$ cat src/rtl/pipeline_hazard_stall_unit.sv
// rtl/pipeline_hazard_stall_unit.sv - ID-stage stall/bubble generator with shadow writer scoreboard
// Optional build macro: HAZARD_FORWARDING_EN (stall only on load-use when EX/MEM->EX forwarding exists)
module pipeline_hazard_stall_unit #(
  parameter int MULDIV_CYCLES         = 4,
  parameter int REGFILE_WRITE_THROUGH = 1,
  parameter int PERF_WIDTH            = 16
) (
  input  logic                  clock,
  input  logic                  reset,
  input  logic                  id_valid,
  input  logic [4:0]            id_rs_addr,
  input  logic                  id_rs_read,
  input  logic [4:0]            id_rt_addr,
  input  logic                  id_rt_read,
  input  logic [4:0]            id_rd_addr,
  input  logic                  id_rd_write_enable,
  input  logic                  id_is_load,
  input  logic                  id_is_muldiv,
  input  logic                  id_flush,
  output logic                  pause,
  output logic                  pc_hold,
  output logic                  if_id_hold,
  output logic                  muldiv_busy,
  output logic [PERF_WIDTH-1:0] stall_cycles
);

  typedef struct packed {
    logic       wen;
    logic [4:0] addr;
    logic       load;
  } sb_entry_t;

  localparam logic [3:0] BUSY_LOAD = 4'(MULDIV_CYCLES - 1);

  sb_entry_t  sb_ex, sb_mem, sb_wb;
  logic [3:0] busy_cnt;
  logic       hazard;
  logic       issue;
  logic       unused_bits;

  function automatic logic src_match(input logic rd, input logic [4:0] a, input sb_entry_t e);
    return rd && (a != 5'd0) && e.wen && (e.addr == a);
  endfunction

  logic hit_ex;
  assign hit_ex = src_match(id_rs_read, id_rs_addr, sb_ex) | src_match(id_rt_read, id_rt_addr, sb_ex);

`ifdef HAZARD_FORWARDING_EN
  // Forwarding covers everything except a load whose data is not back yet
  assign hazard      = id_valid & hit_ex & sb_ex.load;
  assign unused_bits = ^{sb_mem, sb_wb};
`else
  localparam logic CHECK_WB = (REGFILE_WRITE_THROUGH == 0);
  logic hit_mem, hit_wb;
  assign hit_mem = src_match(id_rs_read, id_rs_addr, sb_mem) | src_match(id_rt_read, id_rt_addr, sb_mem);
  assign hit_wb  = src_match(id_rs_read, id_rs_addr, sb_wb)  | src_match(id_rt_read, id_rt_addr, sb_wb);
  assign hazard      = id_valid & (hit_ex | hit_mem | (CHECK_WB & hit_wb));
  assign unused_bits = ^{sb_ex.load, sb_mem.load, sb_wb.load};
`endif

  assign muldiv_busy = (busy_cnt != 4'd0);
  assign pc_hold     = ~reset & (muldiv_busy | (hazard & ~id_flush));
  assign if_id_hold  = pc_hold;
  assign pause       = reset | muldiv_busy | hazard | id_flush;
  assign issue       = id_valid & ~pause;

  always_ff @(posedge clock or posedge reset) begin
    if (reset) begin
      sb_ex        <= '0;
      sb_mem       <= '0;
      sb_wb        <= '0;
      busy_cnt     <= 4'd0;
      stall_cycles <= '0;
    end else begin
      if (pc_hold && (stall_cycles != {PERF_WIDTH{1'b1}}))
        stall_cycles <= stall_cycles + PERF_WIDTH'(1);
      if (muldiv_busy) begin
        // mul/div parks in EX; a bubble drains into MEM behind it
        sb_wb    <= sb_mem;
        sb_mem   <= '0;
        busy_cnt <= busy_cnt - 4'd1;
      end else begin
        sb_wb    <= sb_mem;
        sb_mem   <= sb_ex;
        sb_ex    <= issue ? '{wen: id_rd_write_enable, addr: id_rd_addr, load: id_is_load} : '0;
        busy_cnt <= (issue && id_is_muldiv) ? BUSY_LOAD : 4'd0;
      end
    end
  end

endmodule

$ cat config.mk
export PLATFORM = sky130hd
export DESIGN_NAME = pipeline_hazard_stall_unit
export DESIGN_NICKNAME = d
export VERILOG_FILES = /design/src/rtl/pipeline_hazard_stall_unit.sv
export SDC_FILE = /design/constraint.sdc
export NUM_CORES = 1
export LEC_CHECK = 0
export ABC_CLOCK_PERIOD_IN_PS = 4950
export CELL_PAD_IN_SITES_DETAIL_PLACEMENT = 0
export CELL_PAD_IN_SITES_GLOBAL_PLACEMENT = 1
export CORE_UTILIZATION = 30
export DETAILED_ROUTE_END_ITERATION = 10
export GPL_TIMING_DRIVEN = 0
export PLACE_DENSITY = 0.68
export SETUP_SLACK_MARGIN = 0.02
export SYNTH_ARGS = -nofsm -noshare
export SYNTH_HDL_FRONTEND = slang
export SYNTH_SLANG_ARGS = --single-unit
$ cat constraint.sdc
create_clock -name clock -period 4.95 [get_ports clock]
set_clock_uncertainty 0.2 [all_clocks]
set_input_delay 0.495 -clock clock [delete_from_list [all_inputs] [get_ports clock]]
set_output_delay 0.495 -clock clock [all_outputs]
set_load 0.01 [all_outputs]
After elaboration in Yosys (flattened, before gate mapping). Index checks and enable logic that the tools add are counted.

Register bits after elaboration: 33. Bits in latches: 0. Memory bits (writable): 0. Bits in read-only memories: 0. Input bits: 24. Output and inout bits: 20. Logic and storage cells: 47. Memories: 0.

$add $sub $neg: 2. $mul: 0. Divide/modulo/power cells: 0. $lt $le $gt $ge: 0. Equality and inequality tests: 5. Shifts and indexed selects: 0. Multiplexer cells: 4. Bitwise logic cells: 14. Reductions and logical operators: 15.

Operator list (count): $eq A5 B5 Y1 (4); $add A16 B1 Y16 const B (1); $ne A16 B16 Y1 const B (1); $mux W7 (2); $logic_and A1 B1 Y1 (12); $reduce_bool A5 Y1 (2); $or A1 B1 Y1 (7); $and A1 B1 Y1 (4); $mux W4 (1); $reduce_bool A4 Y1 (1); $sub A4 B1 Y4 const B (1); $not A1 Y1 (3); $mux W2 (1).

Depth between registers and ports, before layout. Gate-level depths: netlist of run 1.

Word-level depth: 14. Mapped depth: 8. Mapped depth without buffers: 7.

Least setup slack after synthesis of run 1. OpenSTA, ideal clock, no wires.

Path type: input port to output port. Start point: input id_rt_addr[0]. End point: output pc_hold. Arrival time: 1801 ps. Data required time: 4255 ps. Setup slack: 2454 ps. Stages: 6. Buffers on the path: 1. Path through: or3_1 > o311a_1 > a22oi_2 > o21a_1 > nor2_1 > buf_4.

Word-level cells in the longest chain between the ends: 10. Elaborated cells between the ends (all ways): 15. Classes of those cells: 2 x eq/ne; 7 x bitwise; 6 x reduce/logical.

RTL lines: start, declared (line 13) `input logic [4:0] id_rt_addr,`; $reduce_bool A5 Y1; $logic_and A1 B1 Y1; $logic_and A1 B1 Y1 (2 in a row) (line 42) `return rd && (a != 5'd0) && e.wen && (e.addr == a);`; $or A1 B1 Y1, on equally long branches (line 46, 55); $or A1 B1 Y1 * (line 57) `assign hazard = id_valid & (hit_ex | hit_mem | (CHECK_WB & hit_wb));`; $and A1 B1 Y1 * (line 57); $and A1 B1 Y1 * (line 62) `assign pc_hold = ~reset & (muldiv_busy | (hazard & ~id_flush));`; $or A1 B1 Y1 * (line 62); $and A1 B1 Y1 * (line 62); end, declared (line 21) `output logic pc_hold,`.

Every way passes the cells marked *; elsewhere a longest branch is shown, timed or not.

Final worst setup path of run 1. Ends and elaborated chain as after synthesis.

==> results.toml, run 1 <==
[yosys]
syn_inst = 180
synth.distinct_cells = 33
synth_sequential_area_ratio_pct = 45.4
synth_top_area_share_pct = 45.4
synth_top_area_cell = "dfrtp_1"
synthTopCellsByArea = "dfrtp_1 45%, xnor2_1 11%, xor2_1 6.0%, nand2_1 4.7%, nand4_1 3.2%"
synthFlopType = "dfrtp_1"
syn_nets = 206
synth_area_sq_um = 1760
avgSynthCellArea_sq_um = 9.79
synth-seq-cells = 32
synth-edff-count = 0
async_reset_ff_share_pct = 100
yosys_warnings = 0

[job]
maxCapViolations = 0

[clocking]
postCtsSetupRepairBufs = 0
clock_latency_ns = 0.28
root_buffer = "clkbuf_8"
cts_sinks = 32
cts_max_level = 2
clk_pin_slew_worst_paths_ns = 0.06
cts_buffer_depth = 2
post_cts_resized = 0
cts_hold_buf = 0
cts_tree = "done"
cts_made_buffers = 5

[final_layout]
layout_common_cells = "42 x clkdlybuf4s50_1, 32 x dfrtp_1, 22 x nand2_1, 22 x xnor2_1, 12 x xor2_1"
num_antenna_cells = 0
final_nets = 256
layout_commonest_cell = "clkdlybuf4s50_1"
stdcell_count = 302
drive_gt1_share_pct = 5.65
syn_to_final_growth_pct = 34.7

[worst_setup_path]
arrival_ns = 2.89
critPathCaptureType = "output pin"
critPathTopFamily = "buffers and inverters"
path_max_fanout = 5
worst_ep_required_time_ns = 4.26
critPathMaxStageDelay_ns = 0.55
crit_chain = "clkdlybuf4s50_1 > xnor2_1 > nand4_1 > o22ai_1 > a22oi_2 > o21a_1 > nor2_1 > buf_4 > clkdlybuf4s50_1"
crit_path_top_delay_cell = "clkdlybuf4s50_1"
worst_path_most_repeated_cell = "clkdlybuf4s50_1"
critPathLaunchType = "primary input"
critPathBufInv = 3
crit_type = "in2out"

[placement]
place_congestion = 0.795
pre_cts_ws_ns = 1.36
io_buffer_count = 42
place_inst = 294
hpwlAfterDp_um = 3130

[die]
die_w_um = 78.7
ios = 44
die-area_sq_um = 6190
fp-row-count = 27
core_sq_um = 5570
die_h_um = 78.7
start_util_pct = 31.6

[grt]
grt_pass1_vias = 1525
grt_pass1_wl_um = 7190
track_usage_pct = 15.0
grt_max_degree = 33
antenna_found_initial = 0
grt-ovfl-total = 0

[detailed_routing]
route.antenna.remaining_nets = 0
drt-pass1-iter-count = 4
wl_per_cell_um = 14.1
drc = 0
wl_um = 4250
via_per_inst = 4.94
vias = 1492
drt_iter0_markers = 54

[sta]
rsz0062_at_grt = "false"
hold_violations = 0
setup_slack_ns = 1.37
slew_violations = 0
whs_ns = 0.273
slew-limit-headroom_pct = 66.6
worst_slew_pin_slew_ns = 0.499
post-route-min-period_ns = 3.58
setup_viol = 0
period_share_pct = 72.3
fmax_mhz = 279
finalSetupTns_ns = 0

[power_and_ir_drop]
power_density_nw_per_um2 = 403
p_leak_uw = 0.000958
p_total_uw = 957
ir_drop_v = 0.000223

[worst_hold_path]
min_path_type = "reg2reg"

[outcome]
outcome = "finished, final reports clean"
cell type report:
| cell class | count | area, sq um |
|---|---|---|
| clock inverters | 2 | 12.5 |
| flip-flops and latches | 32 | 801 |
| plain buffers | 6 | 33.8 |
| clock buffers | 5 | 68.8 |
| fillers | 563 | 3200 |
| well taps | 72 | 90.1 |
| inverters | 7 | 26.3 |
| multi-input cells | 135 | 902 |
| repair buffers | 43 | 440 |
final timing paths:
check	startpoint	to	slack, ns	depth (start not counted)
worst max-delay path	id_rt_addr[0]	pc_hold	1.37	9
worst min-delay path	busy_cnt[0]$_DFF_PP0_	busy_cnt[0]$_DFF_PP0_	0.27	1
worst max register to register	busy_cnt[0]$_DFF_PP0_	stall_cycles[14]$_DFFE_PP0P_	2.24	8
worst min register to register	busy_cnt[0]$_DFF_PP0_	busy_cnt[0]$_DFF_PP0_	0.27	1
max in group asynchronous	reset	busy_cnt[2]$_DFF_PP0_	3.74	3
min in group asynchronous	reset	stall_cycles[13]$_DFFE_PP0P_	0.41	2
worst register-to-register path, delay by kind of cell (launching register included):
family / cells / cell delay (ns)
AOI/OAI and AO/OA: 1 / 0.44
xor gates and xnor gates: 1 / 0.16
adders and majority gates: 1 / 0.20
buffers and inverters: 3 / 0.69
DFF: 1 / 0.38
and+or+nand+nor: 2 / 0.53
routing by layer:
metal / global-route usage [%] / share of wire (%) / vias to the layer above
li1: - / - / 735
met1: 19.7 / 49 / 715
met2: 24.1 / 44 / 36
met3: 3.60 / 5.4 / 6
met4: 5.00 / 1.2 / 0
met5: 0 / 0 / -
cells by family after synthesis:
| logic type | synth area share (%) |
|---|---|
| adders and majority gates | 1.42 |
| DFF | 45.4 |
| and+or+nand+nor | 23.2 |
| xor gates and xnor gates | 16.9 |
| AOI/OAI and AO/OA | 9.01 |
| buffers and inverters | 3.41 |
| muxes | 0.639 |
registers in the layout (all words and copies together) (netlist names):
name	cells
sb_ex	6
sb_mem	6
stall_cycles	16
busy_cnt	4
stage by stage:
| stage | area, sq um | util (%) |
|---|---|---|
| detailed placement | 2270 | 40.8 |
| finish | 2370 | 42.6 |
| floorplan | 1760 | - |
| CTS | 2350 | 42.2 |
| global placement | 2270 | 40.8 |
| global route | 2370 | 42.6 |
where the power goes:
group	internal [uW]	leakage, uW	switching [uW]
clock	95.0	0.0000400	93.6
sequential	324	0.000412	68.6
combinational	190	0.000505	185
synth_stat cells, drive strengths merged (3+ instances only):
| cell type | number |
|---|---|
| xnor2 | 22 |
| o22ai | 4 |
| nor2 | 6 |
| xor2 | 12 |
| or3 | 3 |
| nand2 | 22 |
| nor3b | 3 |
| nor4 | 5 |
| nand4 | 9 |
| inv | 6 |
| o21ai | 8 |
| clkbuf | 4 |
| nand3 | 11 |
| and2 | 6 |
| nor3 | 7 |
| dfrtp | 32 |
(Power assumes the default switching activity.)
==> run 2, diff against run 1 <==
- ABC_CLOCK_PERIOD_IN_PS: 4950 -> 3500
- clock period: 4.95 -> 3.5 ns (I/O delays scaled with it)
==> run 2 against run 1 <==
Core utilization up 0.11 points. Critical path depth is the same. Die area is the same. First-iteration DRC count stayed put. Worst hold slack worse by 0.010 ns. Final area is 0.26% higher. Register-to-register slack worse by 1.4 ns. Global-route usage unchanged. Sequential share of layout area shrank 0.089 points. Highest routed layer unchanged. Count of clock-buffer cells in the layout stayed put. Via count grew 0.40%. Total power increased by 42%.
==> results.toml, run 2 (same netlist as run 1, synthesis figures left out) <==
[final_layout]
layout_common_cells = "42 x clkdlybuf4s50_1, 32 x dfrtp_1, 22 x nand2_1, 22 x xnor2_1, 12 x xor2_1"
largest_register_ffs = 16
drive_gt1_share_pct = 6.52
reg.largest.list = "stall_cycles: 16 flops, sb_ex: 6 flops, sb_mem: 6 flops"
final_nets = 256
stdcell_count = 302
top_register = "stall_cycles"
layout_commonest_cell = "clkdlybuf4s50_1"
syn_to_final_growth_pct = 35.1
num_antenna_cells = 0

[clocking]
clk_pin_slew_worst_paths_ns = 0.06
cts_hold_buf = 0
cts_tree = "done"
cts_sinks = 32
root_buffer = "clkbuf_8"
clock_latency_ns = 0.28
cts_made_buffers = 5
cts_max_level = 2
cts_buffer_depth = 2

[sta]
slew-limit-headroom_pct = 67.3
period_share_pct = 93.9
worst_slew_pin_slew_ns = 0.486
finalSetupTns_ns = 0
rsz0062_at_grt = "false"
post-route-min-period_ns = 3.29
slew_violations = 0
fmax_mhz = 304
hold_violations = 0
setup_viol = 0

[detailed_routing]
drt-pass1-iter-count = 4
route.antenna.remaining_nets = 0
wl_per_cell_um = 14.1
drt_iter0_markers = 54
drc = 0
via_per_inst = 4.96
vias = 1498
wl_um = 4250

[placement]
io_buffer_count = 42
place_inst = 294
hpwlAfterDp_um = 3130
place_congestion = 0.795

[worst_setup_path]
critPathLaunchType = "primary input"
crit_path_top_delay_cell = "clkdlybuf4s50_1"
path_max_fanout = 5
critPathBufInv = 3
worst_path_most_repeated_cell = "clkdlybuf4s50_1"
crit_type = "in2out"
worst_ep_required_time_ns = 2.95
arrival_ns = 2.74
critPathMaxStageDelay_ns = 0.55
critPathCaptureType = "output pin"
crit_chain = "clkdlybuf4s50_1 > xnor2_1 > nand4_1 > o22ai_1 > a22oi_2 > o21a_1 > nor2_1 > buf_4 > clkdlybuf4s50_1"
critPathTopFamily = "buffers and inverters"

[outcome]
outcome = "finished, final reports clean"

[power_and_ir_drop]
ir_drop_v = 0.000316
power_density_nw_per_um2 = 570
p_leak_uw = 0.000964

[die]
core_sq_um = 5570
die_w_um = 78.7
ios = 44
die_h_um = 78.7
fp-row-count = 27
start_util_pct = 31.6
die-area_sq_um = 6190

[job]
maxCapViolations = 0

[grt]
grt_pass1_vias = 1525
grt_pass1_wl_um = 7190
antenna_found_initial = 0
grt_max_degree = 33
grt-ovfl-total = 0
track_usage_pct = 15.0

[worst_hold_path]
min_path_type = "in2async"
run 2: cell types whose count changed in the layout (fill, tap and decap cells not counted):
cell / change
clkbuf_1: -1
clkbuf_2: +1
nor3b_1: -1
nor3b_2: +1
run 2: worst paths after layout:
path | startpoint | end | slack (ns) | cells past startpoint
hold reg to reg | busy_cnt[0]$_DFF_PP0_ | busy_cnt[0]$_DFF_PP0_ | 0.27 | 1
min in group clock | busy_cnt[0]$_DFF_PP0_ | busy_cnt[0]$_DFF_PP0_ | 0.27 | 1
setup reg to reg | stall_cycles[0]$_DFFE_PP0P_ | stall_cycles[14]$_DFFE_PP0P_ | 0.89 | 7
hold / removal | reset | stall_cycles[13]$_DFFE_PP0P_ | 0.26 | 2
setup / recovery | id_rt_addr[0] | pc_hold | 0.21 | 9
max in group asynchronous | reset | busy_cnt[2]$_DFF_PP0_ | 2.44 | 3
run 2: cell type report:
class | instances | area (sq um)
Buffer | 6 | 35.0
Clock buffer | 5 | 68.8
Clock inverter | 2 | 12.5
Fill cell | 562 | 3190
Inverter | 7 | 26.3
Multi-Input combinational cell | 135 | 907
Sequential cell | 32 | 801
Tap cell | 72 | 90.1
Timing Repair Buffer | 43 | 440
run 2: what timing repair did:
action / 4_1_cts / 5_1_grt
endpoints found under the setup margin: 1 / 1
setup buffers: 0 / 0
gates resized for setup: 1 / 2
run 2: per-stage QoR:
stage | utilization [%] | setup WS (ns) | hold slack, ns | total power, uW | cell area (sq um)
2_1_floorplan | - | 1.20 | 0.243 | 871 | 1760
3_3_place_gp | 40.8 | 0.199 | 0.257 | 1090 | 2270
3_5_place_dp | 40.8 | 0.204 | 0.269 | 1100 | 2270
4_1_cts | 42.3 | 0.184 | 0.277 | 1380 | 2360
5_1_grt | 42.7 | 0.0852 | 0.296 | 1470 | 2380
6_report | 42.7 | 0.213 | 0.262 | 1360 | 2380
run 2: layer usage:
metal,share of wire [%],GRT usage (%),up-vias
met5,0,0,-
met4,1.2,5.00,0
met3,5.4,3.60,6
met2,44,24.1,38
met1,49,19.7,720
li1,-,-,734
run 2: where the power goes:
part           switching [uW]  total [uW]  internal (uW)
Combinational             262         535            273
Clock                     132         266            134
Sequential               98.5         557            459
==> run 3, diff against run 2 <==
- DONT_BUFFER_PORTS: default -> 1
- PLACE_DENSITY: 0.68 -> 0.56
- SLEW_MARGIN: default -> 10
==> run 3 against run 2 <==
Count of clock-buffer cells in the layout is 2 higher. Final cell count fell by 12%. Clock power is 45% higher. Fmax increased by 12%. Critical endpoint is now pause.
==> results.toml, run 3 (same netlist as run 1, synthesis figures left out) <==
[sta]
worst_slew_pin_slew_ns = 0.669
finalSetupTns_ns = 0
slew_violations = 0
hold_violations = 0
setup_viol = 0
post-route-min-period_ns = 2.92
period_share_pct = 83.5
slew-limit-headroom_pct = 55.3
fmax_mhz = 342
rsz0062_at_grt = "false"

[final_layout]
final_util_pct = 36.4
num_antenna_cells = 0
layout_commonest_cell = "dfrtp_1"
top_register = "stall_cycles"
layout_common_cells = "32 x dfrtp_1, 22 x nand2_1, 22 x xnor2_1"
syn_to_final_growth_pct = 15.1
reg.largest.list = "stall_cycles: 16 flops, sb_ex: 6 flops, sb_mem: 6 flops"
final_nets = 218
fillCellCount = 576
drive_gt1_share_pct = 7.25
largest_register_ffs = 16

[worst_setup_path]
crit_chain = "inv_1 > ha_1 > nor3b_1 > clkbuf_1 > clkbuf_1 > nand3_1"
critPathTopFamily = "buffers and inverters"
critPathMaxStageDelay_ns = 0.43
critPathLaunchType = "register"
worst_ep_required_time_ns = 2.95
crit_path_top_delay_cell = "nor3b_1"
critPathBufInv = 3
r2r_end = "stall_cycles[5]$_DFFE_PP0P_"
worst_path_most_repeated_cell = "clkbuf_1"
crit_type = "reg2out"
r2r_setup_slack_ns = 0.74
r2r-start = "stall_cycles[0]$_DFFE_PP0P_"
path_max_fanout = 10
arrival_ns = 2.37
reg2regPathDepth = 7
critPathCaptureType = "output pin"

[grt]
grt-ovfl-total = 0
grt_pass1_vias = 1436
grt_pass1_wl_um = 6470
antenna_found_initial = 0
grt_max_degree = 33
track_usage_pct = 13.6

[clocking]
root_buffer = "clkbuf_8"
clk_pin_slew_worst_paths_ns = 0.07
cts_tree = "done"
cts_buffer_depth = 2
cts_made_buffers = 5
cts_hold_buf = 4
post_cts_resized = 0
postCtsSetupRepairBufs = 0
clock_latency_ns = 0.28
cts_max_level = 2
cts_sinks = 32

[die]
die-area_sq_um = 6190
ios = 44
fp-row-count = 27
die_h_um = 78.7
start_util_pct = 31.6
die_w_um = 78.7
core_sq_um = 5570

[detailed_routing]
wl_um = 3910
route.antenna.remaining_nets = 0
drt_iter0_markers = 66
via_per_inst = 5.10
vias = 1351
drt-pass1-iter-count = 4
wl_per_cell_um = 14.8
drc = 0

[placement]
place_congestion = 0.831
io_buffer_count = 0
hpwlAfterDp_um = 2990

[worst_hold_path]
min_from = "id_rd_addr[0]"
min_path_type = "in2reg"
whs_path_depth = 2
holdPathEnd = "sb_ex[1]$_DFFE_PP0N_"

[power_and_ir_drop]
ir_drop_v = 0.000307
power_density_nw_per_um2 = 666
p_leak_uw = 0.000834

[outcome]
outcome = "finished, final reports clean"

[job]
maxCapViolations = 0
run 3: cell count changes in the layout (fill, tap and decap cells not counted), sizes merged:
cell           before  now
clkinv              3    1
clkinvlp            1    0
dlygate4sd3         0    5
clkbuf              9   11
clkdlybuf4s50      42    0
buf                 3    2
inv                 5    6
bufinv              0    1
run 3: layout make-up:
cell class | count | area [sq um] | area share, %
Clock inverter | 1 | 30.0 | 1.48
Timing Repair Buffer | 5 | 50.0 | 2.47
Tap cell | 72 | 90.1 | 4.44
Multi-Input combinational cell | 135 | 902 | 44.5
Sequential cell | 32 | 801 | 39.5
Inverter | 7 | 26.3 | 1.29
Buffer | 6 | 33.8 | 1.66
Clock buffer | 7 | 96.3 | 4.75
run 3: routing by layer:
metal  share of wire (%)  track usage [%]  wire, um  vias up
met3                 7.0             4.19       273        8
li1                    -                -         -      658
met4                 1.4             5.19        55        0
met2                  49             23.2      1920       47
met5                   0                0         0        -
met1                  43             15.8      1670      638
run 3: worst register-to-register path, delay by kind of cell, from the launching register on:
kind | cells | cell delay, ns
AO/OA/AOI/OAI | 1 | 0.37
AND/OR/NAND/NOR | 3 | 0.81
buffers and inverters | 1 | 0.41
XOR/XNOR | 1 | 0.16
adder cells (fa/ha/maj) | 1 | 0.23
flip-flops | 1 | 0.45
run 3: how the worst max path moves through the flow:
| stage | from | end | slack (ns) | cells past startpoint |
|---|---|---|---|---|
| after CTS | busy_cnt[0]$_DFF_PP0_ | pause | 0.51 | 6 |
| after global routing | busy_cnt[0]$_DFF_PP0_ | pause | 0.29 | 6 |
| after floorplan | busy_cnt[0]$_DFF_PP0_ | stall_cycles[1]$_DFFE_PP0P_ | 1.20 | 7 |
| final | busy_cnt[0]$_DFF_PP0_ | pause | 0.58 | 6 |
| after global placement | busy_cnt[0]$_DFF_PP0_ | stall_cycles[10]$_DFFE_PP0P_ | 0.76 | 8 |
| after detailed placement | busy_cnt[0]$_DFF_PP0_ | stall_cycles[10]$_DFFE_PP0P_ | 0.74 | 8 |
run 3: through the flow:
| stage | setup slack, ns | hold WS, ns | std cells | power, uW | cell area [sq um] |
|---|---|---|---|---|---|
| after floorplan | 1.20 | 0.243 | 180 | 871 | 1760 |
| after global placement | 0.758 | 0.258 | 252 | 960 | 1850 |
| after detailed placement | 0.737 | 0.269 | 252 | 972 | 1850 |
| after CTS | 0.508 | 0.00416 | 264 | 1370 | 2020 |
| after global routing | 0.287 | 0.000182 | 265 | 1450 | 2030 |
| final | 0.578 | 0.00922 | 265 | 1350 | 2030 |
run 3: report_power, final:
group          internal [uW]  switching (uW)
Sequential               458             121
Combinational            170             216
Clock                    251             134
